===== config.mk =====
export PLATFORM = sky130hd
export DESIGN_NAME = tcp_conn_controller
export DESIGN_NICKNAME = d
export VERILOG_FILES = /design/src/rtl/tcp_ctrl_pkg.sv /design/src/rtl/tcp_tx_req_slot.sv /design/src/rtl/tcp_conn_controller.sv
export SDC_FILE = /design/constraint.sdc
export NUM_CORES = 1
export LEC_CHECK = 0
export CAP_MARGIN = 40
export CORE_MARGIN = 3
export CORE_UTILIZATION = 35
export CTS_CLUSTER_DIAMETER = 80
export DETAILED_ROUTE_END_ITERATION = 6
export PLACE_DENSITY = 0.59
export SLEW_MARGIN = 5
export SYNTH_ARGS = -nofsm -noshare
export SYNTH_HDL_FRONTEND = slang
export SYNTH_SLANG_ARGS = --single-unit
export TNS_END_PERCENT = 30

===== constraint.sdc =====
create_clock -name clk -period 2.8 [get_ports clk]
set_input_delay 0.7 -clock clk [delete_from_list [all_inputs] [get_ports clk]]
set_output_delay 0.7 -clock clk [all_outputs]
set_load 0.1 [all_outputs]

===== src/rtl/tcp_ctrl_pkg.sv =====
// tcp_ctrl_pkg: shared connection-state encoding, TCP flag bit positions and port/ISS defaults
package tcp_ctrl_pkg;
   typedef enum logic [1:0] {
      LISTEN      = 2'd0,
      SYN_RCVD    = 2'd1,
      ESTABLISHED = 2'd2,
      LAST_ACK    = 2'd3
   } conn_state_e;
   localparam int FLAG_FIN = 0;
   localparam int FLAG_SYN = 1;
   localparam int FLAG_RST = 2;
   localparam int FLAG_PSH = 3;
   localparam int FLAG_ACK = 4;
   localparam logic [15:0] DEF_LOCAL_PORT = 16'd80;
   localparam logic [31:0] DEF_ISS = 32'h0000_1000;
endpackage


===== src/rtl/tcp_tx_req_slot.sv =====
// tcp_tx_req_slot: single-entry valid/ready holding register for outgoing segment requests
module tcp_tx_req_slot (
   input  logic        clk,
   input  logic        rst_n,
   input  logic        load,
   input  logic [7:0]  load_flags,
   input  logic [31:0] load_seq,
   input  logic [31:0] load_ack,
   input  logic [15:0] load_dst,
   input  logic        ready,
   output logic        valid,
   output logic [7:0]  flags,
   output logic [31:0] seq,
   output logic [31:0] ack,
   output logic [15:0] dst_port
);
   // hold the request until the consumer takes it, then clear every field
   always_ff @(posedge clk or negedge rst_n) begin
      if (!rst_n) begin
         valid    <= 1'b0;
         flags    <= '0;
         seq      <= '0;
         ack      <= '0;
         dst_port <= '0;
      end else if (load) begin
         valid    <= 1'b1;
         flags    <= load_flags;
         seq      <= load_seq;
         ack      <= load_ack;
         dst_port <= load_dst;
      end else if (valid && ready) begin
         valid    <= 1'b0;
         flags    <= '0;
         seq      <= '0;
         ack      <= '0;
         dst_port <= '0;
      end
   end
endmodule


===== src/rtl/tcp_conn_controller.sv =====
// tcp_conn_controller: single-connection passive TCP state machine driving payload keep/discard and ACK generation
module tcp_conn_controller
   import tcp_ctrl_pkg::*;
#(
   parameter logic [15:0] LOCAL_PORT = DEF_LOCAL_PORT,
   parameter logic [31:0] ISS        = DEF_ISS
) (
   input  logic        clk,
   input  logic        rst_n,
   input  logic        meta_valid,
   output logic        meta_ready,
   input  logic [15:0] meta_src_port,
   input  logic [15:0] meta_dst_port,
   input  logic [31:0] meta_seq_num,
   input  logic [31:0] meta_ack_num,
   input  logic [7:0]  meta_flags,
   input  logic [15:0] meta_window_size,
   input  logic [15:0] meta_payload_len,
   output logic        payload_commit,
   output logic        payload_drop,
   output logic        tx_req_valid,
   input  logic        tx_req_ready,
   output logic [7:0]  tx_req_flags,
   output logic [31:0] tx_req_seq,
   output logic [31:0] tx_req_ack,
   output logic [15:0] tx_req_dst_port,
   output logic [1:0]  conn_state,
   output logic [15:0] peer_window
);
   conn_state_e state, state_nx;
   logic        run, eval;
   logic [15:0] m_src, m_dst, m_win, m_len;
   logic [31:0] m_seq, m_ack;
   logic [7:0]  m_flags;
   logic [15:0] peer_port, peer_nx, win_nx;
   logic [31:0] rcv_nxt, rcv_nx, snd_nxt, snd_nx, new_rcv;
   logic        f_fin, f_syn, f_rst, f_ack;
   logic        port_match, peer_match, promote, data_st, in_order, rst_hit, has_data;
   logic        commit_nx, tx_load;
   logic [7:0]  tx_flags_nx;
   logic [31:0] tx_seq_nx, tx_ack_nx;
   logic        unused_flags;

   assign f_fin        = m_flags[FLAG_FIN];
   assign f_syn        = m_flags[FLAG_SYN];
   assign f_rst        = m_flags[FLAG_RST];
   assign f_ack        = m_flags[FLAG_ACK];
   assign unused_flags = &{1'b0, m_flags[7:5], m_flags[FLAG_PSH]};
   assign port_match   = m_dst == LOCAL_PORT;
   assign peer_match   = m_src == peer_port;
   assign has_data     = |m_len;
   assign in_order     = m_seq == rcv_nxt;
   assign new_rcv      = rcv_nxt + {16'd0, m_len} + {31'd0, f_fin};
   assign rst_hit      = port_match && f_rst && state != LISTEN && peer_match;
   assign promote      = state == SYN_RCVD && f_ack && peer_match && m_ack == snd_nxt;
   assign data_st      = (state == ESTABLISHED && peer_match) || promote;
   assign meta_ready   = run && !eval && !tx_req_valid;
   assign conn_state   = state;

   // state and connection registers; metadata capture; registered commit/drop pulses
   always_ff @(posedge clk or negedge rst_n) begin
      if (!rst_n) begin
         state          <= LISTEN;
         run            <= 1'b0;
         eval           <= 1'b0;
         m_src          <= '0;
         m_dst          <= '0;
         m_seq          <= '0;
         m_ack          <= '0;
         m_flags        <= '0;
         m_win          <= '0;
         m_len          <= '0;
         peer_port      <= '0;
         rcv_nxt        <= '0;
         snd_nxt        <= '0;
         peer_window    <= '0;
         payload_commit <= 1'b0;
         payload_drop   <= 1'b0;
      end else begin
         run            <= 1'b1;
         eval           <= meta_valid && meta_ready;
         state          <= state_nx;
         peer_port      <= peer_nx;
         rcv_nxt        <= rcv_nx;
         snd_nxt        <= snd_nx;
         peer_window    <= win_nx;
         payload_commit <= eval && commit_nx;
         payload_drop   <= eval && !commit_nx;
         if (meta_valid && meta_ready) begin
            m_src   <= meta_src_port;
            m_dst   <= meta_dst_port;
            m_seq   <= meta_seq_num;
            m_ack   <= meta_ack_num;
            m_flags <= meta_flags;
            m_win   <= meta_window_size;
            m_len   <= meta_payload_len;
         end
      end
   end

   // next state and connection register updates for the segment under evaluation
   always_comb begin
      state_nx = state;
      peer_nx  = peer_port;
      rcv_nx   = rcv_nxt;
      snd_nx   = snd_nxt;
      win_nx   = peer_window;
      if (eval && port_match) begin
         if (rst_hit) begin
            state_nx = LISTEN;
            peer_nx  = '0;
            rcv_nx   = '0;
            snd_nx   = '0;
         end else if (state == LISTEN) begin
            if (f_syn && !f_ack) begin
               state_nx = SYN_RCVD;
               peer_nx  = m_src;
               rcv_nx   = m_seq + 32'd1;
               snd_nx   = ISS + 32'd1;
            end
         end else if (state == LAST_ACK) begin
            if (f_ack && m_ack == snd_nxt) begin
               state_nx = LISTEN;
               peer_nx  = '0;
               rcv_nx   = '0;
               snd_nx   = '0;
            end
         end else if (data_st) begin
            if (promote) state_nx = ESTABLISHED;
            if (in_order) begin
               rcv_nx = new_rcv;
               win_nx = m_win;
               if (f_fin) begin
                  snd_nx   = snd_nxt + 32'd1;
                  state_nx = LAST_ACK;
               end
            end
         end
      end
   end

   // payload verdict and outgoing request fields for the segment under evaluation
   always_comb begin
      commit_nx   = 1'b0;
      tx_load     = 1'b0;
      tx_flags_nx = '0;
      tx_seq_nx   = snd_nxt;
      tx_ack_nx   = rcv_nxt;
      if (eval && port_match && !rst_hit) begin
         if (state == LISTEN && f_syn && !f_ack) begin
            tx_load               = 1'b1;
            tx_flags_nx[FLAG_SYN] = 1'b1;
            tx_flags_nx[FLAG_ACK] = 1'b1;
            tx_seq_nx             = ISS;
            tx_ack_nx             = m_seq + 32'd1;
         end else if (data_st) begin
            commit_nx             = in_order && has_data;
            tx_load               = f_fin || has_data;
            tx_flags_nx[FLAG_ACK] = 1'b1;
            tx_flags_nx[FLAG_FIN] = in_order && f_fin;
            tx_ack_nx             = in_order ? new_rcv : rcv_nxt;
         end
      end
   end

   tcp_tx_req_slot u_slot (
      .clk        (clk),
      .rst_n      (rst_n),
      .load       (tx_load),
      .load_flags (tx_flags_nx),
      .load_seq   (tx_seq_nx),
      .load_ack   (tx_ack_nx),
      .load_dst   (peer_nx),
      .ready      (tx_req_ready),
      .valid      (tx_req_valid),
      .flags      (tx_req_flags),
      .seq        (tx_req_seq),
      .ack        (tx_req_ack),
      .dst_port   (tx_req_dst_port)
   );
endmodule

==> metrics.yaml <==
finish:
  fillers: 4073
  layout-area-overhead-vs-synth_pct: 45.8
  register_area_um2: 7970
  multiInputGateArea_um2: 8710
  drive_above_1_share: 0.371
  nNetsFinal: 2275
route:
  ant_nets: 0
  first_pass_iters: 7
  routed_wl_um: 58600
  drt_iter0_markers: 955
  viasPerCell: 5.34
  drc: 1
  wl_per_cell_um: 21.4
  vias: 14600
logic_synthesis:
  synth-seq-cells: 318
  synth_top_cell_by_area: "dfrtp_1"
  synth.distinct_cells: 77
  synthArstFlopShare: 1.00
  yosys-top-cells-area: "dfrtp_1 (48%), mux2_2 (9.6%), xnor2_1 (4.0%)"
  synth_area_um2: 16500
  syn_avg_cell_area_um2: 10.5
  synth_top_area_frac: 0.483
  syn_inst: 1577
  synth-main-ff-cell: "dfrtp_1"
  synth_edf_count: 0
  yosys_warnings: 0
  ys_seq_area_frac: 0.483
hold_path:
  hold_path.class: "in2async"
setup_path:
  startpoint_type: "register"
  crit_type: "reg2reg"
  endpoint_kind: "register"
  crit_path_max_fanout: 6
  cp_data_arrival_time_ns: 3.52
  r2r_setup_slack_ns: -0.29
  required_ns: 3.24
sta:
  fmax_ghz: 0.324
  rsz0062_at_grt: "true"
  setup_slack_ns: -0.288
  final.setup_skew_ns: 0.0167
  period_minus_slack_ns: 3.09
  worstMarginPinSlew_ns: 0.738
  finalHoldWorstSlack_ns: 0.159
  hold_viol: 0
  report.final.setup_viol: 143
  fin_setup_tns_ns: -16.46
  drv_slew: 0
  max_slew_margin: 0.508
  period_share: 1.10
clock_tree:
  clock-sinks: 318
  cts.clk_slew.worst_paths_ns: 0.06
  holdBufCountCts: 0
  ctsHtreeMaxLevel: 2
  clk_path_buf_depth: 3
  numCtsBuffers: 38
  clock-root-buffer: "clkbuf_16"
  cts_tree: "done"
  clock_latency_ns: 0.56
global_routing:
  grtUsageTotal: 0.228
  antenna_found_initial: 2
  overflow: 0
  grt_max_degree: 84
  grt_pass1_vias: 15000
  grt_first_pass_wirelength_um: 88300
floorplanning:
  die_w_um: 223
  coreArea_um2: 46000
  die_h_um: 223
  io-pin-count: 250
  die_area_um2: 49800
  initial_core_util: 0.359
  rows: 78
place:
  dp_hpwl_um: 43500
  gp_congestion: 0.926
  io_buffers: 240
run:
  max_cap_violations: 0
status:
  violations: "design-rule violations, negative setup slack"
  status: "finished, violations left"
power_and_ir_drop:
  power_mw: 12.6
  ir_drop_mv: 0.510
  power_leakage_nw: 10.6
  power-per-cell-area_nw_per_um2: 523
-- cells in the mapped netlist, drive strengths merged (6+ instances only) --
cell type	n
dfrtp	318
mux2	140
nand2	140
o21ai	105
xnor2	75
nor2	70
clkbuf	67
a21oi	62
inv	52
xor2	52
nand3	48
o31ai	38
nand4	34
a22o	30
nor3	25
nor4	24
and3	23
buf	22
ha	21
mux2i	18
or3	18
a21boi	17
or4	14
and2	13
o211ai	12
a21o	11
a211oi	10
a31oi	10
a22oi	9
or2	9
a211o	7
and4	6
-- state kept, by name, indices dropped and copies added, names as in the netlist, 2 cells and up --
register / count
m_seq: 32
snd_nxt: 32
conn_state: 2
m_dst: 16
m_win: 16
m_len: 16
u_slot.seq: 32
u_slot.ack: 32
m_src: 16
u_slot.dst_port: 16
m_flags: 4
rcv_nxt: 32
peer_window: 16
m_ack: 32
peer_port: 16
u_slot.flags: 3
-- cell usage in the layout, fill, tap and decap left out, drive strengths merged, types with 34 or more instances in the layout --
cell type	netlist	final
mux2	140	140
xor2	52	52
clkdlybuf4s50	0	134
xnor2	75	75
o21ai	105	106
inv	52	54
clkbuf	67	59
buf	22	442
a21oi	62	62
nand2	140	140
nand4	34	34
nor2	70	70
nand3	48	48
o31ai	38	38
dfrtp	318	318
-- kinds of logic after synthesis --
| group | synth area share |
|---|---|
| other | 0.000455 |
| buffers and inverters | 0.0357 |
| AOI/OAI and AO/OA | 0.147 |
| muxes | 0.107 |
| DFF | 0.483 |
| adders and majority gates | 0.0184 |
| xor gates and xnor gates | 0.0675 |
| and+or+nand+nor | 0.142 |
-- layout make-up --
class | instances | area share
antenna | 2 | 0.000208
clock buffer | 56 | 0.0461
clock inverter | 10 | 0.00317
inverter | 52 | 0.00822
multi-input combinational | 1123 | 0.362
sequential | 318 | 0.331
tap | 600 | 0.0312
timing repair buffer | 579 | 0.217
-- metal layers --
metal / share of wire / up-vias / global-route usage
met5: 0 / - / 0
met4: 0.037 / 0 / 0.0927
met3: 0.073 / 112 / 0.0517
met2: 0.47 / 514 / 0.372
met1: 0.42 / 7193 / 0.292
li1: - / 6824 / -
-- where the power goes --
| group | switching (mW) | internal [mW] | total (mW) |
|---|---|---|---|
| Combinational | 1.33 | 1.17 | 2.51 |
| Clock | 1.98 | 2.75 | 4.73 |
| Sequential | 0.340 | 5.01 | 5.35 |
-- timing repair --
action,in CTS,in global routing
setup endpoints to repair,160,167
pin swaps,49,24
cloned,5,6
gates resized for setup,133,92
setup buffers,8,10
-- worst max-delay path: stages (launching register included) --
cell and delay (ns):
dfrtp_1 0.43, xnor2_1 0.35, nand4_1 0.24, nor4_2 0.32
buf_4 0.17, nand2_1 0.13, buf_4 0.22, a21oi_4 0.15
buf_6 0.17, buf_12 0.16, mux2i_2 0.26, nor2_1 0.07
a221o_1 0.26
-- metrics by stage --
step / utilization / instance area, um2 / instances / worst slack, ns
5_1_grt: 0.523 / 24000 / 2739 / -0.325
6_report: 0.523 / 24000 / 2740 / -0.288
4_1_cts: 0.511 / 23500 / 2722 / -0.189
3_5_place_dp: 0.472 / 21700 / 2643 / -0.339
3_3_place_gp: 0.472 / 21700 / 2643 / -0.334
2_1_floorplan: - / 16600 / 1581 / -0.0427
-- worst paths after layout --
kind / startpoint / endpoint / cells after the start
min in group clk: u_slot.ack[29] / u_slot.ack[29] / 2
max: rcv_nxt[8] / u_slot.ack[4] / 12
max reg2reg: rcv_nxt[8] / u_slot.ack[4] / 12
min: rst_n / m_ack[20] / 1
min reg2reg: u_slot.ack[29] / u_slot.ack[29] / 2
max in group asynchronous: rst_n / u_slot.ack[19] / 2
No activity file was read; power rests on OpenSTA's default activity.
